**src/rtl/run_controller.sv**
```systemverilog
// Run controller for the single-cycle core: holds it in reset, releases it for a
// bounded run, and watches the data-memory write port for a pass/stray/timeout verdict.
module run_controller #(
    parameter int unsigned RESET_CYCLES = 2,
    parameter int unsigned MAX_CYCLES   = 1000,
    parameter int unsigned CNT_W        = 16,
    parameter logic [31:0] PASS_ADR     = 32'd100,
    parameter logic [31:0] PASS_DATA    = 32'd7,
    parameter logic [31:0] SCRATCH_ADR  = 32'd96
) (
    input  logic             clk,
    input  logic             reset,
    input  logic             start,
    input  logic             MemWrite,
    input  logic [31:0]      DataAdr,
    input  logic [31:0]      WriteData,
    output logic             cpu_reset,
    output logic             cpu_en,
    output logic             busy,
    output logic             done,
    output logic             pass,
    output logic [1:0]       fail_code,
    output logic [CNT_W-1:0] cycle_count,
    output logic [31:0]      last_adr,
    output logic [31:0]      last_data
);

    localparam int unsigned HOLD_W = (RESET_CYCLES > 1) ? $clog2(RESET_CYCLES) : 1;
    localparam logic [HOLD_W-1:0] HOLD_LAST = HOLD_W'(RESET_CYCLES - 1);
    localparam logic [CNT_W-1:0]  CNT_MAX   = CNT_W'(MAX_CYCLES);

    localparam logic [1:0] FC_NONE    = 2'b00;
    localparam logic [1:0] FC_STRAY   = 2'b01;
    localparam logic [1:0] FC_TIMEOUT = 2'b10;

    typedef enum logic [1:0] {
        S_IDLE,
        S_HOLD,
        S_RUN,
        S_DONE
    } state_e;

    state_e            state_q, state_d;
    logic [HOLD_W-1:0] hold_q, hold_d;
    logic [CNT_W-1:0]  cnt_q, cnt_d;
    logic              pass_q, pass_d;
    logic [1:0]        fc_q, fc_d;
    logic [31:0]       adr_q, adr_d;
    logic [31:0]       dat_q, dat_d;
    logic              cpu_reset_q, cpu_reset_d;
    logic              cpu_en_q, cpu_en_d;
    logic              busy_q, busy_d;
    logic              done_q, done_d;

    always_ff @(posedge clk or posedge reset) begin
        if (reset) begin
            state_q     <= S_IDLE;
            hold_q      <= '0;
            cnt_q       <= '0;
            pass_q      <= 1'b0;
            fc_q        <= FC_NONE;
            adr_q       <= '0;
            dat_q       <= '0;
            cpu_reset_q <= 1'b1;
            cpu_en_q    <= 1'b0;
            busy_q      <= 1'b0;
            done_q      <= 1'b0;
        end else begin
            state_q     <= state_d;
            hold_q      <= hold_d;
            cnt_q       <= cnt_d;
            pass_q      <= pass_d;
            fc_q        <= fc_d;
            adr_q       <= adr_d;
            dat_q       <= dat_d;
            cpu_reset_q <= cpu_reset_d;
            cpu_en_q    <= cpu_en_d;
            busy_q      <= busy_d;
            done_q      <= done_d;
        end
    end

    always_comb begin
        state_d = state_q;
        hold_d  = hold_q;
        cnt_d   = cnt_q;
        pass_d  = pass_q;
        fc_d    = fc_q;
        adr_d   = adr_q;
        dat_d   = dat_q;

        case (state_q)
            S_IDLE, S_DONE: begin
                if (start) begin
                    state_d = S_HOLD;
                    hold_d  = '0;
                    cnt_d   = '0;
                    pass_d  = 1'b0;
                    fc_d    = FC_NONE;
                    adr_d   = '0;
                    dat_d   = '0;
                end
            end
            S_HOLD: begin
                if (hold_q == HOLD_LAST) begin
                    state_d = S_RUN;
                end else begin
                    hold_d = hold_q + HOLD_W'(1);
                end
            end
            S_RUN: begin
                // Pass beats stray beats timeout when they coincide on one edge.
                cnt_d = cnt_q + CNT_W'(1);
                if (MemWrite && DataAdr == PASS_ADR && WriteData == PASS_DATA) begin
                    state_d = S_DONE;
                    pass_d  = 1'b1;
                    fc_d    = FC_NONE;
                    adr_d   = DataAdr;
                    dat_d   = WriteData;
                end else if (MemWrite && DataAdr != SCRATCH_ADR) begin
                    state_d = S_DONE;
                    pass_d  = 1'b0;
                    fc_d    = FC_STRAY;
                    adr_d   = DataAdr;
                    dat_d   = WriteData;
                end else if (cnt_d == CNT_MAX) begin
                    state_d = S_DONE;
                    pass_d  = 1'b0;
                    fc_d    = FC_TIMEOUT;
                end
            end
            default: begin
                state_d = S_IDLE;
            end
        endcase

        // Status outputs are registered copies decoded from the next state.
        cpu_reset_d = (state_d == S_IDLE) || (state_d == S_HOLD);
        cpu_en_d    = (state_d == S_RUN);
        busy_d      = (state_d == S_HOLD) || (state_d == S_RUN);
        done_d      = (state_d == S_DONE);
    end

    assign cpu_reset   = cpu_reset_q;
    assign cpu_en      = cpu_en_q;
    assign busy        = busy_q;
    assign done        = done_q;
    assign pass        = pass_q;
    assign fail_code   = fc_q;
    assign cycle_count = cnt_q;
    assign last_adr    = adr_q;
    assign last_data   = dat_q;

endmodule

```
**config.mk**
```make
export PLATFORM = sky130hd
export DESIGN_NAME = run_controller
export DESIGN_NICKNAME = d
export VERILOG_FILES = /design/src/rtl/run_controller.sv
export SDC_FILE = /design/constraint.sdc
export NUM_CORES = 1
export LEC_CHECK = 0
export CORE_ASPECT_RATIO = 1.4
export CORE_UTILIZATION = 49
export CTS_CLUSTER_SIZE = 14
export DETAILED_ROUTE_END_ITERATION = 12
export GPL_ROUTABILITY_DRIVEN = 1
export HOLD_SLACK_MARGIN = 0.12
export PLACE_DENSITY_LB_ADDON = 0.2
export SLEW_MARGIN = 20
export SYNTH_ARGS = -nofsm -noshare
export SYNTH_HDL_FRONTEND = slang
export SYNTH_SLANG_ARGS = --single-unit
export TNS_END_PERCENT = 50
```
**constraint.sdc**
```tcl
create_clock -name clk -period 4.9 [get_ports clk]
set_input_delay 0.98 -clock clk [delete_from_list [all_inputs] [get_ports clk]]
set_output_delay 0.98 -clock clk [all_outputs]
set_load 0.05 [all_outputs]
```
==> impl_metrics.prom, run 1 <==
# TYPE chip_impl_metric gauge
chip_impl_metric{name="synth_top_area_frac",unit=""} 0.517
chip_impl_metric{name="seq_area_frac_synth",unit=""} 0.523
chip_impl_info{name="netlist_top_cells_area",value="dfrtp_1 52%, a22o_1 22%, o21ai_0 3.4%, nor4_1 1.9%, nand2_1 1.7%"} 1
chip_impl_metric{name="synthCells",unit=""} 390
chip_impl_metric{name="drt-wirelength-per-cell",unit="microns"} 19.0
chip_impl_metric{name="rows",unit=""} 40
chip_impl_metric{name="path_max_fanout",unit=""} 23
chip_impl_metric{name="cts.htree.levels",unit=""} 3
chip_impl_metric{name="grt_antenna_before_repair",unit=""} 0
chip_impl_info{name="crit_path_cell_trace",value="clkdlybuf4s50_1 > nor4_1 > nand4_1 > o31ai_4 > buf_4 > a21o_1 > a22o_1"} 1
chip_impl_metric{name="worst_clock_skew",unit="ns"} 0.00343
chip_impl_metric{name="worst_ep_required_time",unit="ns"} 5.17
chip_impl_info{name="cell_with_the_most_instances_after_synthesis",value="a22o_1"} 1
chip_impl_info{name="timing.critical_path.max_delay_family",value="compound AO/OA/AOI/OAI gates"} 1
chip_impl_metric{name="worst_setup_hold_path_clk_slew",unit="ns"} 0.06
chip_impl_metric{name="synth-compound-area-share",unit=""} 0.301
chip_impl_metric{name="drt_first_pass_iters",unit=""} 5
chip_impl_metric{name="async_reset_ff_frac",unit=""} 1.00
chip_impl_info{name="cts_root_buf",value="clkbuf_16"} 1
chip_impl_metric{name="insertedDiodeCount",unit=""} 0
chip_impl_metric{name="timing.final.crit_share",unit=""} 0.662
chip_impl_metric{name="die-area",unit="sq um"} 9180
chip_impl_metric{name="vias",unit=""} 3933
chip_impl_metric{name="power_density_over_the_cells",unit="nW/um^2"} 668
chip_impl_info{name="startpoint_type",value="input port"} 1
chip_impl_info{name="rsz0062_at_grt",value="false"} 1
chip_impl_metric{name="area_delta_synth_final",unit="%"} 44.7
chip_impl_info{name="status",value="finished, final reports clean"} 1
chip_impl_info{name="yosysTopAreaCell",value="dfrtp_1"} 1
chip_impl_info{name="worst-setup-path-type",value="input port to register"} 1
chip_impl_metric{name="route.detailed.vias_per_inst",unit=""} 6.15
chip_impl_metric{name="cts_hold_buffers",unit=""} 0
chip_impl_metric{name="die-height",unit="microns"} 113
chip_impl_metric{name="chipWidth",unit="microns"} 81.3
chip_impl_metric{name="port-buffer-count",unit=""} 154
chip_impl_info{name="ys_top_cells_by_count",value="107 x a22o_1, 89 x dfrtp_1, 29 x o21ai_0"} 1
chip_impl_metric{name="synth_edf_count",unit=""} 0
chip_impl_metric{name="tritoncts_num_sinks",unit=""} 90
chip_impl_metric{name="max_cap_violations",unit=""} 0
chip_impl_metric{name="grt_overflow_total",unit=""} 0
chip_impl_metric{name="timing.critical_path.buf_inv",unit=""} 2
chip_impl_metric{name="arrival_time_of_the_worst_setup_path",unit="ns"} 3.51
chip_impl_metric{name="via_count_of_the_first_global_routing_pass",unit=""} 3880
chip_impl_metric{name="tns",unit="ns"} 0
chip_impl_metric{name="grt_pass1_wl",unit="mm"} 19.8
chip_impl_metric{name="timing.slew.headroom",unit=""} 0.303
chip_impl_metric{name="number_of_pins_exceeding_their_max_slew_limit_in_the_final_report",unit=""} 0
chip_impl_metric{name="grt_util_all_layers",unit=""} 0.285
chip_impl_metric{name="synth_area_per_cell",unit="sq um"} 11.0
chip_impl_info{name="cts_tree",value="yes"} 1
chip_impl_metric{name="max_clock_freq",unit="GHz"} 0.308
chip_impl_metric{name="p_leak",unit="nW"} 2.64
chip_impl_metric{name="hold_slack",unit="ns"} 0.503
chip_impl_metric{name="ir_drop",unit="uV"} 389
chip_impl_metric{name="hpwl_after_detailed_placement",unit="mm"} 8.44
chip_impl_metric{name="syn-cell-area",unit="sq um"} 4310
chip_impl_metric{name="drive_above_1_share",unit=""} 0.0636
chip_impl_metric{name="pin_count",unit=""} 155
chip_impl_metric{name="ys_types",unit=""} 46
chip_impl_metric{name="core",unit="sq um"} 8560
chip_impl_metric{name="xor_xnor_cell_area_share_of_the_yosys_netlist",unit=""} 0.00407
chip_impl_metric{name="total_nets_after_synthesis",unit=""} 461
chip_impl_metric{name="floorplan.initialDensity",unit=""} 0.504
chip_impl_metric{name="nNetsFinal",unit=""} 601
chip_impl_metric{name="synth_fa_ha_area_frac",unit=""} 0.00871
chip_impl_metric{name="numCtsBuffers",unit=""} 9
chip_impl_metric{name="detail-route-antenna-nets",unit=""} 0
chip_impl_metric{name="drt_wl_total",unit="mm"} 12.2
chip_impl_metric{name="tightest_slew",unit="ns"} 1.05
chip_impl_info{name="timing.critical_path.to_type",value="register"} 1
chip_impl_metric{name="drc",unit=""} 0
chip_impl_metric{name="hold_violation_count_in_the_final_report",unit=""} 0
chip_impl_metric{name="clock_insertion_delay_worst_skew",unit="ns"} 0.34
chip_impl_info{name="critical_path.slowest_cell",value="a21o_1"} 1
chip_impl_metric{name="finalWeightedCongestion",unit=""} 0.837
chip_impl_metric{name="number_of_gates_resized_after_cts",unit=""} 0
chip_impl_metric{name="detailed_router_s_first_iteration_violation_count",unit=""} 207
chip_impl_metric{name="cp_slowest_stage_delay",unit="ns"} 0.61
chip_impl_metric{name="grt_start_max_net_pins",unit=""} 56
chip_impl_info{name="dominant_combinational_cell_family_by_area_after_synthesis",value="compound AO/OA/AOI/OAI gates"} 1
chip_impl_metric{name="synth.area.mux_share",unit=""} 0.00232
chip_impl_metric{name="setup_violations",unit=""} 0
chip_impl_metric{name="ys_ff_latch",unit=""} 90
chip_impl_metric{name="synthesis.yosys.warnings",unit=""} 0
chip_impl_metric{name="clockBufferDepth",unit=""} 2
chip_impl_info{name="synth_ff_type",value="dfrtp_1"} 1
chip_impl_metric{name="synth-simple-area-share",unit=""} 0.123
chip_impl_metric{name="final_period_minus_worst_setup_slack",unit="ns"} 3.24
chip_impl_metric{name="postCtsSetupRepairBufs",unit=""} 0
chip_impl_info{name="hold_wc_path_type",value="register to register"} 1
==> routing by layer <==
| metal | part of all wire | wire length (microns) | global-route usage |
|---|---|---|---|
| met5 | 0 | 0 | 0 |
| met4 | 0.033 | 407 | 0.130 |
| met3 | 0.051 | 619 | 0.0589 |
| met2 | 0.52 | 6340 | 0.473 |
| met1 | 0.39 | 4800 | 0.350 |
==> sequential cells by signal (all words and copies together) (netlist names), 2 cells and up <==
name / flops
last_adr: 32
cycle_count: 16
fail_code: 2
state_q: 2
last_data: 32
==> power by group <==
| part | switching, mW | total, mW | leakage, nW | internal (mW) |
|---|---|---|---|---|
| clock | 0.286 | 0.732 | 0.151 | 0.445 |
| combinational | 1.45 | 2.24 | 1.26 | 0.790 |
| sequential | 0.200 | 1.19 | 1.23 | 0.993 |
==> path summary, 6_finish.rpt <==
| path | from | to | slack [ns] | cells past startpoint |
|---|---|---|---|---|
| setup / recovery | DataAdr[11] | last_data[3] | 1.66 | 7 |
| hold / removal | last_data[14] | last_data[14] | 0.50 | 1 |
| setup reg to reg | state_q[0] | cycle_count[13] | 1.99 | 6 |
| hold reg to reg | last_data[14] | last_data[14] | 0.50 | 1 |
| max in group asynchronous | reset | last_adr[19] | 2.73 | 3 |
| min in group asynchronous | reset | done | 1.03 | 2 |
==> area by class of cell <==
class,instances,area (sq um)
Clock buffer,9,225
Clock inverter,7,93.8
Fill cell,622,2320
Inverter,6,23.8
Sequential cell,90,2250
Timing Repair Buffer,160,1590
Tap cell,105,131
Multi-Input combinational cell,263,1920
==> worst reg2reg max path, cell delays in order (launching register included) <==
cell	delay [ns]
dfrtp_1	0.44
inv_1	0.11
ha_2	0.88
mux2i_4	0.48
buf_4	0.40
o21ai_0	0.29
o21ai_0	0.18
==> kinds of logic after synthesis <==
logic type | count (synthesis)
xor gates and xnor gates | 2
DFF | 90
AOI/OAI and AO/OA | 163
and+or+nand+nor | 94
adders and majority gates | 3
buffers and inverters | 37
muxes | 1
==> placed cells by master, fill, tap and decap left out, types with 4 or more instances in the layout <==
master and instances:
dfrtp_1 89, o31ai_1 4, nand3_1 9, clkbuf_16 9, buf_4 6, and2_1 5, a31oi_1 5, inv_1 5
a21oi_1 6, clkdlybuf4s50_1 154, and3_1 4, nor4_1 13, o21ai_0 29, nand2_1 19, nor2_1 18, nand4_1 6
a22o_1 107
==> per-stage QoR <==
| stage | util | cell area [sq um] | total power [mW] | worst slack [ns] | cells |
|---|---|---|---|---|---|
| floorplan | - | 4310 | 2.68 | 1.59 | 390 |
| global placement | 0.691 | 5910 | 3.39 | 1.37 | 624 |
| detailed placement | 0.691 | 5910 | 3.43 | 1.31 | 624 |
| CTS | 0.728 | 6230 | 4.18 | 1.67 | 640 |
| global route | 0.728 | 6230 | 4.36 | 1.54 | 640 |
| finish | 0.728 | 6230 | 4.17 | 1.66 | 640 |
Power figures use the tool's default switching activity.
==> inputs of run 2 (changes only) <==
- CORE_UTILIZATION: 49 -> 41
- clock period: 4.9 -> 2.9 ns (I/O delays scaled with it)
==> impl_metrics.prom, run 2 (synthesized netlist as in run 1, its figures left out) <==
# TYPE chip_impl_metric gauge
chip_impl_metric{name="grt_pass1_wl",unit="mm"} 19.3
chip_impl_metric{name="worst_setup_hold_path_clk_slew",unit="ns"} 0.06
chip_impl_metric{name="clockBufferDepth",unit=""} 2
chip_impl_metric{name="grt_util_all_layers",unit=""} 0.232
chip_impl_metric{name="p_leak",unit="nW"} 2.68
chip_impl_info{name="crit_path_cell_trace",value="clkdlybuf4s50_1 > nor4_1 > nand4_1 > o31ai_4 > nor2_2 > buf_12 > a22o_1 > a22o_1"} 1
chip_impl_info{name="critical_path.slowest_cell",value="clkdlybuf4s50_1"} 1
chip_impl_metric{name="pin_count",unit=""} 155
chip_impl_metric{name="cts_hold_buffers",unit=""} 0
chip_impl_metric{name="hold_slack",unit="ns"} 0.500
chip_impl_metric{name="vias",unit=""} 3926
chip_impl_metric{name="path_max_fanout",unit=""} 22
chip_impl_metric{name="power.total",unit="mW"} 7.00
chip_impl_info{name="layout.cells.most_common_list",value="154 x clkdlybuf4s50_1, 107 x a22o_1, 89 x dfrtp_1"} 1
chip_impl_metric{name="numCtsBuffers",unit=""} 9
chip_impl_metric{name="nNetsFinal",unit=""} 611
chip_impl_metric{name="timing.slew.headroom",unit=""} 0.634
chip_impl_metric{name="cp_slowest_stage_delay",unit="ns"} 0.44
chip_impl_metric{name="arrival_time_of_the_worst_setup_path",unit="ns"} 2.74
chip_impl_metric{name="worst_clock_skew",unit="ns"} 0.00497
chip_impl_metric{name="cts.htree.levels",unit=""} 3
chip_impl_metric{name="timing.final.crit_share",unit=""} 0.866
chip_impl_metric{name="drt_wl_total",unit="mm"} 12.1
chip_impl_metric{name="grt_overflow_total",unit=""} 0
chip_impl_metric{name="detail-route-antenna-nets",unit=""} 0
chip_impl_metric{name="hold_violation_count_in_the_final_report",unit=""} 0
chip_impl_metric{name="drive_above_1_share",unit=""} 0.0771
chip_impl_info{name="worst-setup-path-type",value="input port to register"} 1
chip_impl_metric{name="tns",unit="ns"} 0
chip_impl_metric{name="ir_drop",unit="uV"} 643
chip_impl_info{name="cts_tree",value="yes"} 1
chip_impl_metric{name="core",unit="sq um"} 10100
chip_impl_metric{name="chipWidth",unit="microns"} 88.6
chip_impl_info{name="startpoint_type",value="input port"} 1
chip_impl_metric{name="tightest_slew",unit="ns"} 0.547
chip_impl_info{name="layout.cells.most_common",value="clkdlybuf4s50_1"} 1
chip_impl_metric{name="grt_antenna_before_repair",unit=""} 0
chip_impl_metric{name="die-height",unit="microns"} 123
chip_impl_metric{name="max_cap_violations",unit=""} 0
chip_impl_metric{name="die-area",unit="sq um"} 10900
chip_impl_metric{name="drc",unit=""} 0
chip_impl_metric{name="route.detailed.vias_per_inst",unit=""} 5.77
chip_impl_metric{name="finalWeightedCongestion",unit=""} 0.813
chip_impl_metric{name="drt-wirelength-per-cell",unit="microns"} 17.8
chip_impl_metric{name="number_of_pins_exceeding_their_max_slew_limit_in_the_final_report",unit=""} 0
chip_impl_info{name="cpMostUsedCell",value="a22o_1"} 1
chip_impl_metric{name="hpwl_after_detailed_placement",unit="mm"} 8.55
chip_impl_metric{name="area_delta_synth_final",unit="%"} 47.8
chip_impl_metric{name="fin_util",unit=""} 0.633
chip_impl_info{name="rsz0062_at_grt",value="false"} 1
chip_impl_metric{name="grt_start_max_net_pins",unit=""} 91
chip_impl_metric{name="drt_first_pass_iters",unit=""} 5
chip_impl_metric{name="insertedDiodeCount",unit=""} 0
chip_impl_info{name="hold_wc_path_type",value="register to register"} 1
chip_impl_metric{name="tritoncts_num_sinks",unit=""} 90
chip_impl_metric{name="final_period_minus_worst_setup_slack",unit="ns"} 2.51
chip_impl_metric{name="detailed_router_s_first_iteration_violation_count",unit=""} 171
chip_impl_metric{name="power_density_over_the_cells",unit="nW/um^2"} 1100
chip_impl_info{name="cts_root_buf",value="clkbuf_16"} 1
chip_impl_metric{name="via_count_of_the_first_global_routing_pass",unit=""} 3877
chip_impl_metric{name="setup_violations",unit=""} 0
chip_impl_info{name="status",value="finished, final reports clean"} 1
chip_impl_metric{name="port-buffer-count",unit=""} 154
chip_impl_metric{name="max_clock_freq",unit="GHz"} 0.398
chip_impl_metric{name="worst_ep_required_time",unit="ns"} 3.13
chip_impl_metric{name="rows",unit=""} 43
chip_impl_metric{name="clock_insertion_delay_worst_skew",unit="ns"} 0.34
chip_impl_metric{name="number_of_gates_resized_after_cts",unit=""} 0
chip_impl_metric{name="floorplan.initialDensity",unit=""} 0.428
chip_impl_info{name="timing.critical_path.to_type",value="register"} 1
chip_impl_metric{name="nFillCells",unit=""} 835
chip_impl_metric{name="postCtsSetupRepairBufs",unit=""} 0
[run 2: cell count changes in the layout (fill, tap and decap cells not counted), moves of 2 or more]
cell	delta
buf_4	+5
buf_12	+5
clkbuf_1	+2
bufinv_16	-2
clkinv_2	-2
[run 2: final cells by class]
cell class	count	area (sq um)	share of cell area
sequential	90	2250	0.354
multi-input combinational	263	1920	0.301
timing repair buffer	170	1720	0.271
clock buffer	12	246	0.0387
tap	135	169	0.0265
clock inverter	4	28.8	0.00452
inverter	6	26.3	0.00413
[run 2: final timing paths]
kind	startpoint	to	slack, ns	cells past startpoint
hold / removal	last_data[0]	last_data[0]	0.50	1
setup reg to reg	cycle_count[0]	cpu_en	0.63	8
max in group asynchronous	reset	last_data[27]	1.82	3
hold reg to reg	last_data[0]	last_data[0]	0.50	1
min in group asynchronous	reset	done	0.72	3
setup / recovery	DataAdr[27]	last_adr[10]	0.39	8
[run 2: critical path, delay by kind of cell]
kind / cells / cell delay [ns]
compound gates: 3 / 0.73
simple gates: 3 / 0.81
buf+inv: 2 / 0.61
[run 2: where the power goes]
group	total (mW)	switching (mW)	internal [mW]
Sequential	2.01	0.330	1.68
Clock	1.08	0.472	0.604
Combinational	3.91	2.48	1.43
[run 2: per-stage QoR]
| step | area [sq um] | std cells | setup slack (ns) |
|---|---|---|---|
| 6_report | 6370 | 680 | 0.389 |
| 5_1_grt | 6370 | 680 | 0.295 |
| 4_1_cts | 6370 | 680 | 0.370 |
| 3_5_place_dp | 6090 | 664 | 0.0124 |
| 3_3_place_gp | 6090 | 664 | 0.112 |
| 2_1_floorplan | 4310 | 390 | 0.572 |
[run 2: per-layer routing]
metal / global-route usage / share of wire / up-vias
li1: - / - / 1824
met3: 0.0534 / 0.065 / 15
met5: 0 / 0 / -
met4: 0.0887 / 0.019 / 0
met1: 0.284 / 0.40 / 1927
met2: 0.394 / 0.52 / 160
==> inputs of run 3 (changes only) <==
- RECOVER_POWER: default -> 50
==> impl_metrics.prom, run 3 (synthesized netlist as in run 1, its figures left out) <==
# TYPE chip_impl_metric gauge
chip_impl_info{name="layout.cells.most_common_list",value="120 x clkdlybuf4s50_1, 107 x a22o_1, 89 x dfrtp_1"} 1
chip_impl_metric{name="multi_input_area",unit="sq um"} 1920
chip_impl_metric{name="clock_insertion_delay_worst_skew",unit="ns"} 0.34
chip_impl_metric{name="drt_first_pass_iters",unit=""} 6
chip_impl_info{name="status",value="finished, final reports clean"} 1
chip_impl_info{name="rr_startpoint",value="state_q[0]"} 1
chip_impl_metric{name="p_leak",unit="nW"} 2.78
chip_impl_metric{name="ff_latch_area",unit="sq um"} 2250
chip_impl_info{name="hold_wc_path_type",value="register to register"} 1
chip_impl_metric{name="ir_drop",unit="uV"} 642
chip_impl_metric{name="vias",unit=""} 3939
chip_impl_metric{name="grt_util_all_layers",unit=""} 0.232
chip_impl_info{name="rsz0062_at_grt",value="false"} 1
chip_impl_metric{name="final_period_minus_worst_setup_slack",unit="ns"} 2.51
chip_impl_info{name="cts_tree",value="yes"} 1
chip_impl_metric{name="detailed_router_s_first_iteration_violation_count",unit=""} 166
chip_impl_metric{name="timing.slew.headroom",unit=""} 0.201
chip_impl_metric{name="floorplan.initialDensity",unit=""} 0.428
chip_impl_metric{name="fin_util",unit=""} 0.631
chip_impl_metric{name="arrival_time_of_the_worst_setup_path",unit="ns"} 2.79
chip_impl_metric{name="rows",unit=""} 43
chip_impl_metric{name="max_clock_freq",unit="GHz"} 0.399
chip_impl_metric{name="via_count_of_the_first_global_routing_pass",unit=""} 3877
chip_impl_info{name="timing.critical_path.to_type",value="register"} 1
chip_impl_metric{name="drt-wirelength-per-cell",unit="microns"} 17.7
chip_impl_metric{name="hold_slack",unit="ns"} 0.496
chip_impl_metric{name="route.detailed.vias_per_inst",unit=""} 5.79
chip_impl_metric{name="path_max_fanout",unit=""} 51
chip_impl_info{name="layout.cells.most_common",value="clkdlybuf4s50_1"} 1
chip_impl_metric{name="tightest_slew",unit="ns"} 1.20
chip_impl_info{name="worst-setup-path-type",value="register to register"} 1
chip_impl_metric{name="detail-route-antenna-nets",unit=""} 0
chip_impl_metric{name="postCtsSetupRepairBufs",unit=""} 0
chip_impl_metric{name="tns",unit="ns"} 0
chip_impl_metric{name="port-buffer-count",unit=""} 154
chip_impl_metric{name="hold_violation_count_in_the_final_report",unit=""} 0
chip_impl_metric{name="holdPathStages",unit=""} 1
chip_impl_info{name="cts_root_buf",value="clkbuf_16"} 1
chip_impl_metric{name="core",unit="sq um"} 10100
chip_impl_metric{name="grt_antenna_before_repair",unit=""} 0
chip_impl_metric{name="area_delta_synth_final",unit="%"} 47.4
chip_impl_metric{name="power_density_over_the_cells",unit="nW/um^2"} 1090
chip_impl_metric{name="timing.final.crit_share",unit=""} 0.865
chip_impl_metric{name="nNetsFinal",unit=""} 611
chip_impl_metric{name="drt_wl_total",unit="mm"} 12.0
chip_impl_metric{name="numCtsBuffers",unit=""} 9
chip_impl_metric{name="cts_hold_buffers",unit=""} 0
chip_impl_metric{name="drc",unit=""} 0
chip_impl_metric{name="pin_count",unit=""} 155
chip_impl_metric{name="max_cap_violations",unit=""} 0
chip_impl_metric{name="power.total",unit="mW"} 6.91
chip_impl_metric{name="worst_clock_skew",unit="ns"} 0.00441
chip_impl_metric{name="insertedDiodeCount",unit=""} 0
chip_impl_metric{name="placed_area",unit="sq um"} 6090
chip_impl_metric{name="cts.htree.levels",unit=""} 3
chip_impl_metric{name="stdcell_area",unit="sq um"} 6350
chip_impl_metric{name="ff2ff_path_depth",unit=""} 8
chip_impl_info{name="startpoint_type",value="register"} 1
chip_impl_metric{name="worst_setup_hold_path_clk_slew",unit="ns"} 0.06
chip_impl_info{name="critical_path.reg2reg.endpoint",value="last_data[11]"} 1
chip_impl_metric{name="tritoncts_num_sinks",unit=""} 90
chip_impl_metric{name="setup_violations",unit=""} 0
chip_impl_metric{name="worst_ep_required_time",unit="ns"} 3.18
chip_impl_info{name="worstHoldEndpoint",value="last_data[0]"} 1
chip_impl_metric{name="finalWeightedCongestion",unit=""} 0.813
chip_impl_metric{name="nFillCells",unit=""} 838
chip_impl_metric{name="die-height",unit="microns"} 123
chip_impl_metric{name="grt_overflow_total",unit=""} 0
chip_impl_metric{name="grt_start_max_net_pins",unit=""} 91
chip_impl_info{name="holdCritStartpoint",value="last_data[0]"} 1
chip_impl_metric{name="grt_pass1_wl",unit="mm"} 19.3
chip_impl_metric{name="hpwl_after_detailed_placement",unit="mm"} 8.55
chip_impl_metric{name="die-area",unit="sq um"} 10900
chip_impl_metric{name="reg2reg_slack",unit="ns"} 0.39
chip_impl_metric{name="clockBufferDepth",unit=""} 2
chip_impl_metric{name="number_of_gates_resized_after_cts",unit=""} 0
chip_impl_metric{name="number_of_pins_exceeding_their_max_slew_limit_in_the_final_report",unit=""} 0
chip_impl_metric{name="chipWidth",unit="microns"} 88.6
chip_impl_metric{name="drive_above_1_share",unit=""} 0.0752
[run 3: changes by cell type in the layout (fill, tap and decap cells not counted), sizes merged]
cell | before | now
clkdlybuf4s50 | 154 | 120
dlygate4sd3 | 0 | 34
buf | 16 | 14
clkbuf | 12 | 14
[run 3: layer usage]
layer  routed length (microns)  share of wire  global-route usage
met1                      4820           0.40               0.284
met2                      6180           0.51               0.394
met5                         0              0                   0
met3                       783          0.065              0.0534
met4                       248          0.021              0.0887
[run 3: final cells by class]
type	count	area share
Sequential cell	90	0.355
Multi-Input combinational cell	263	0.302
Timing Repair Buffer	170	0.269
Clock buffer	12	0.0388
Tap cell	135	0.0266
Clock inverter	4	0.00453
Inverter	6	0.00414
[run 3: critical path, stage by stage (launching register included)]
cell,delay (ns)
dfrtp_1,0.42
inv_1,0.09
ha_1,0.22
clkbuf_2,0.81
nand2_1,0.10
buf_4,0.25
nor2_1,0.20
buf_12,0.20
a22o_1,0.16
[run 3: worst max path at each step]
stage / startpoint / cells after the start / slack, ns / end
2_1_floorplan: cycle_count[0] / 7 / 0.57 / busy
3_3_place_gp: DataAdr[14] / 9 / 0.11 / last_adr[19]
3_5_place_dp: DataAdr[27] / 8 / 0.01 / last_adr[14]
4_1_cts: DataAdr[27] / 8 / 0.37 / last_data[24]
5_1_grt: state_q[0] / 6 / 0.19 / cycle_count[8]
6_report: state_q[0] / 8 / 0.39 / last_data[11]
[run 3: stage by stage]
stage               instances  setup slack (ns)
CTS                       680             0.370
finish                    680             0.391
global route              680             0.191
global placement          664             0.112
floorplan                 390             0.572
detailed placement        664            0.0124
[run 3: power breakdown]
| group | switching [mW] | internal (mW) |
|---|---|---|
| sequential | 0.318 | 1.68 |
| clock | 0.482 | 0.605 |
| combinational | 2.47 | 1.35 |
| total | 3.27 | 3.64 |
